===== src/rtl/keyreg_pkg.sv =====
// =============================================================================
// Module      : keyreg_pkg
// Description : Shared alarm-clock constants and digit type.
// Revision    : 1.0
// =============================================================================
`default_nettype none

package keyreg_pkg;

    localparam int DIGIT_W = 4;

    typedef logic [DIGIT_W-1:0] digit_t;

    localparam digit_t DIGIT_ZERO = '0;

endpackage : keyreg_pkg

`default_nettype wire


===== src/rtl/keyreg_digit.sv =====
// =============================================================================
// Module      : keyreg_digit
// Description : One enable-loaded digit register with synchronous reset.
// Revision    : 1.0
// =============================================================================
`default_nettype none

module keyreg_digit
    import keyreg_pkg::*;
#(
    parameter int WIDTH = DIGIT_W
) (
    input  logic             clk,
    input  logic             rst,
    input  logic             i_en,
    input  logic [WIDTH-1:0] i_d,
    output logic [WIDTH-1:0] o_q
);

    logic [WIDTH-1:0] r_q;

    always_ff @(posedge clk) begin
        if (rst) begin
            r_q <= WIDTH'(DIGIT_ZERO);
        end else if (i_en) begin
            r_q <= i_d;
        end
    end

    assign o_q = r_q;

endmodule : keyreg_digit

`default_nettype wire


===== src/rtl/keyreg.sv =====
// =============================================================================
// Module      : keyreg
// Description : Four-digit keypad entry buffer (HH:MM BCD, oldest key in ms_hr).
// Revision    : 1.0
// =============================================================================
`default_nettype none

module keyreg
    import keyreg_pkg::*;
#(
    parameter int DIGIT_W = 4
) (
    input  logic               clock,
    input  logic               reset,
    input  logic               shift,
    input  logic [DIGIT_W-1:0] key,
    output logic [DIGIT_W-1:0] key_buffer_ls_min,
    output logic [DIGIT_W-1:0] key_buffer_ms_min,
    output logic [DIGIT_W-1:0] key_buffer_ls_hr,
    output logic [DIGIT_W-1:0] key_buffer_ms_hr
);

    localparam int c_NUM_DIGITS = 4;

    // Index 0 is the newest digit (ls_min), index 3 the oldest (ms_hr).
    logic [DIGIT_W-1:0] w_d [c_NUM_DIGITS];
    logic [DIGIT_W-1:0] w_q [c_NUM_DIGITS];

    assign w_d[0] = key;

    generate
        for (genvar gi = 0; gi < c_NUM_DIGITS; gi++) begin : g_stage
            if (gi > 0) begin : g_chain
                assign w_d[gi] = w_q[gi-1];
            end

            keyreg_digit #(
                .WIDTH (DIGIT_W)
            ) u_digit (
                .clk  (clock),
                .rst  (reset),
                .i_en (shift),
                .i_d  (w_d[gi]),
                .o_q  (w_q[gi])
            );
        end
    endgenerate

    assign key_buffer_ls_min = w_q[0];
    assign key_buffer_ms_min = w_q[1];
    assign key_buffer_ls_hr  = w_q[2];
    assign key_buffer_ms_hr  = w_q[3];

endmodule : keyreg

`default_nettype wire


===== config.mk =====
export PLATFORM = sky130hd
export DESIGN_NAME = keyreg
export DESIGN_NICKNAME = d
export VERILOG_FILES = /design/src/rtl/keyreg_pkg.sv /design/src/rtl/keyreg_digit.sv /design/src/rtl/keyreg.sv
export SDC_FILE = /design/constraint.sdc
export NUM_CORES = 1
export LEC_CHECK = 0
export CAP_MARGIN = 5
export CORE_UTILIZATION = 43
export CTS_CLUSTER_SIZE = 14
export DETAILED_ROUTE_END_ITERATION = 8
export PLACE_DENSITY = 0.85
export RECOVER_POWER = 25
export SYNTH_ARGS = -nofsm -noshare
export SYNTH_HDL_FRONTEND = slang
export SYNTH_SLANG_ARGS = --single-unit

===== constraint.sdc =====
create_clock -name clock -period 2.2 [get_ports clock]
set_input_delay 0.44 -clock clock [delete_from_list [all_inputs] [get_ports clock]]
set_output_delay 0.44 -clock clock [all_outputs]
set_load 0.1 [all_outputs]

## Word-level counts from Yosys, hierarchy flattened

Index checks and enable logic that the tools add are counted.

| storage, ports and cells | value |
|---|---|
| bits in registers | 16 |
| bits of input ports | 7 |
| logic and storage cells | 4 |
| output and inout bits | 16 |

## Longest topological paths before layout

| depth | value |
|---|---|
| word-level depth | 0 |
| mapped depth | 4 |
| depth with buffers taken out | 2 |

## Modules after synthesis

From an unflattened synthesis, not the netlist that was laid out.

| second synthesis, totals | value |
|---|---|
| cell total of the unflattened synthesis | 52 |
| area total of the unflattened synthesis | 560.5 um2 |

Modules (own cells, without submodules):

| module | sequential area each (um2) | times used | cells each | area each (um2) |
|---|---|---|---|---|
| keyreg_digit | 80.1 | 4 | 13 | 140.1 |

## Worst setup path before layout

No wires, ideal clock.

| timing | value |
|---|---|
| kind | flip-flop to output port |
| from | reg g_stage[2].u_digit.r_q[0] |
| to | out key_buffer_ls_hr[0] |
| stages on the path, launching flop included | 1 |
| required time | 1760 ps |
| setup slack | 821 ps |
| path buffers | 0 |
| arrival | 939 ps |
| path through | dfxtp_1 |

RTL lines:

| element | line | text |
|---|---|---|
| start: declaration | keyreg_digit.sv:20 | `logic [WIDTH-1:0] r_q;` |
| start signal: assignment | keyreg_digit.sv:24 | `r_q <= WIDTH'(DIGIT_ZERO);` |
| start signal: assignment | keyreg_digit.sv:26 | `r_q <= i_d;` |
| end: declaration | keyreg.sv:19 | `output logic [DIGIT_W-1:0] key_buffer_ls_hr,` |

No word-level cell between the ends.

## Final worst setup path

| timing | value |
|---|---|
| from | reg g_stage[1].u_digit.r_q[3] |
| to | out key_buffer_ms_min[3] |

RTL lines:

| element | line | text |
|---|---|---|
| start: declaration | keyreg_digit.sv:20 |  |
| start signal: assignment | keyreg_digit.sv:24 |  |
| start signal: assignment | keyreg_digit.sv:26 |  |
| end: declaration | keyreg.sv:18 | `output logic [DIGIT_W-1:0] key_buffer_ms_min,` |

No word-level cell between the ends.

==> flow_metrics.py <==
metrics = {
    "outcome": {
        "run_status": "finished clean",
    },
    "floorplan": {
        "placement_rows": 12,
        "fp.dieH_um": 38.7,
        "design.core.area_um2": 1190,
        "die_x_um": 38.7,
        "initial_utilization": 0.489,
        "design.portCount": 23,
        "floorplan.die_area_um2": 1500,
    },
    "clocking": {
        "cts_buffers": 3,
        "htree_levels": 1,
        "cts-root-to-sink-buffers": 2,
        "cts_tree": "yes",
        "cts_resized": 0,
        "clock_latency_ns": 0.28,
        "cts_root_buffer": "sky130_fd_sc_hd__clkbuf_4",
        "path_clk_slew_ns": 0.09,
        "post_cts_buffers": 0,
        "cts_hold_buffers": 0,
        "cts.sinks": 16,
    },
    "sta": {
        "final_min_period_over_clock_period": 0.645,
        "final.hold.worst_slack_ns": 0.507,
        "slew-limit-headroom": 0.644,
        "finalSetupViolCount": 0,
        "final.setup.tns_ns": 0,
        "rsz_0062_raised_after_global_routing": "false",
        "finalClockSkew_ns": 0.00430,
        "final_hold_viol_count": 0,
        "worst_pin_slew_ns": 0.533,
        "clock.fmax_ghz": 0.705,
        "finalWorstPathRequiredPeriod_ns": 1.42,
        "slew_viol_final": 0,
    },
    "drt": {
        "route.detailed.vias_per_inst": 5.02,
        "detailroute.via_count": 447,
        "drt_iter0_markers": 5,
        "drc_violations_left": 0,
        "final_wirelength_um": 995,
        "wl_per_cell_um": 11.2,
        "final_antenna_net_count": 0,
        "firstDrtPassIters": 4,
    },
    "synth": {
        "synth.yosys.seq_area_share": 0.552,
        "synth.ff_latch_count": 16,
        "post_synth_instance_area_um2": 581,
        "yosys_warnings": 0,
        "netlist-cell-type-count": 7,
        "cell_count_after_synthesis": 52,
        "synth_nets": 59,
        "syn-mean-instance-area_um2": 11.2,
    },
    "global_route": {
        "antenna_found_initial": 0,
        "track_usage": 0.158,
        "grt_overflow_total": 0,
        "first_pass_grt_wire_length_um": 1540,
        "vias_in_the_first_global_route": 361,
        "maximum_number_of_pins_on_one_net_before_global_route_repair": 17,
    },
    "critical_path": {
        "start_kind": "flip-flop",
        "slowest_stage_cell_crit_path": "sky130_fd_sc_hd__dfxtp_1",
        "worstRegToRegCells": 2,
        "cp.arrival_ns": 0.98,
        "criticalPathCategory": "reg -> out",
        "crit_path_max_incr_delay_ns": 0.38,
        "critical_path_peak_fanout": 3,
        "timing.critical_path.depth": 1,
        "timing.critical_path.cells": "buf_4",
        "path_buf_inv": 1,
        "critical_path.reg2reg.startpoint": "g_stage[1].u_digit.o_q[3]",
        "cp-end-kind": "primary output",
        "crit_required_ns": 1.76,
        "cp_top_family": "flip-flops",
        "crit_path_start": "g_stage[1].u_digit.o_q[3]",
    },
    "min_path": {
        "min_path_cells": 2,
        "holdCritStartpoint": "g_stage[3].u_digit.o_q[1]",
        "worstHoldPathType": "reg -> reg",
    },
    "power": {
        "power.leakage_nw": 0.384,
        "power_density_nw_per_um2": 780,
        "irDropWorstVdd_mv": 0.422,
    },
    "job": {
        "maxCapViolCount": 0,
    },
    "placement": {
        "gp_routability_congestion": 0.598,
        "detailed_place_hpwl_um": 714,
        "portBuffers": 22,
    },
    "layout": {
        "antennaDiodeCount": 0,
        "mostFrequentLayoutCells": "17 x sky130_fd_sc_hd__buf_4, 16 x sky130_fd_sc_hd__mux2i_1, 16 x sky130_fd_sc_hd__nor2_1, 16 x sky130_fd_sc_hd__dfxtp_1, 5 x sky130_fd_sc_hd__clkdlybuf4s50_1",
        "layout.cells.most_common": "sky130_fd_sc_hd__buf_4",
        "areaGrowthSynthToFinish_pct": 34.7,
        "num-nets-final": 83,
        "drive_gt1_frac": 0.280,
        "largest_reg_flops": 16,
    },
}
cells by family after synthesis:
| family | Yosys count | synth area share |
|---|---|---|
| and+or+nand+nor | 16 | 0.103 |
| buffers and inverters | 4 | 0.0690 |
| muxes | 16 | 0.276 |
| DFF | 16 | 0.552 |
report_power, final:
group	internal, W	total, W	switching, W
clock network	0.000101	0.000192	0.0000913
registers	0.000298	0.000304	0.00000627
logic	0.0000319	0.000114	0.0000820
final timing paths:
path | to | slack (ns)
worst max-delay path | key_buffer_ms_min[3] | 0.78
worst max register to register | g_stage[2].u_digit.o_q[3] | 1.54
worst min-delay path | g_stage[3].u_digit.o_q[1] | 0.51
worst min register to register | g_stage[3].u_digit.o_q[1] | 0.51
metal layers:
metal | up-vias | track usage | wire length [µm]
met5 | - | 0 | 0
met4 | 0 | 0.0776 | 13
met3 | 2 | 0.0694 | 55
met2 | 15 | 0.258 | 498
met1 | 212 | 0.173 | 427
li1 | 218 | - | -
synth_stat cells, drive strengths merged:
library cell	count	area, µm²
dfxtp	16	320
mux2i	16	160
nor2	16	60.1
buf	4	40.0
final cells by class:
class / instances / area [µm²]
Fill cell: 100 / 404
Timing Repair Buffer: 23 / 188
Tap cell: 14 / 17.5
Clock buffer: 4 / 36.3
Multi-Input combinational cell: 32 / 220
Sequential cell: 16 / 320
stage by stage:
stage | std cells | util | setup slack (ns) | power [W] | area [µm²]
final | 89 | 0.659 | 0.781 | 0.000610 | 782
after global routing | 89 | 0.659 | 0.750 | 0.000635 | 782
after CTS | 89 | 0.659 | 0.786 | 0.000616 | 782
after detailed placement | 85 | 0.629 | 0.621 | 0.000426 | 746
after global placement | 85 | 0.629 | 0.629 | 0.000425 | 746
after floorplan | 52 | - | 0.821 | 0.000403 | 581
worst reg2reg max path: stages, from the launching register on:
cell and delay [ns]:
sky130_fd_sc_hd__dfxtp_1 0.35, sky130_fd_sc_hd__mux2i_1 0.14, sky130_fd_sc_hd__nor2_1 0.05
No activity file was read; power rests on OpenSTA's default activity.
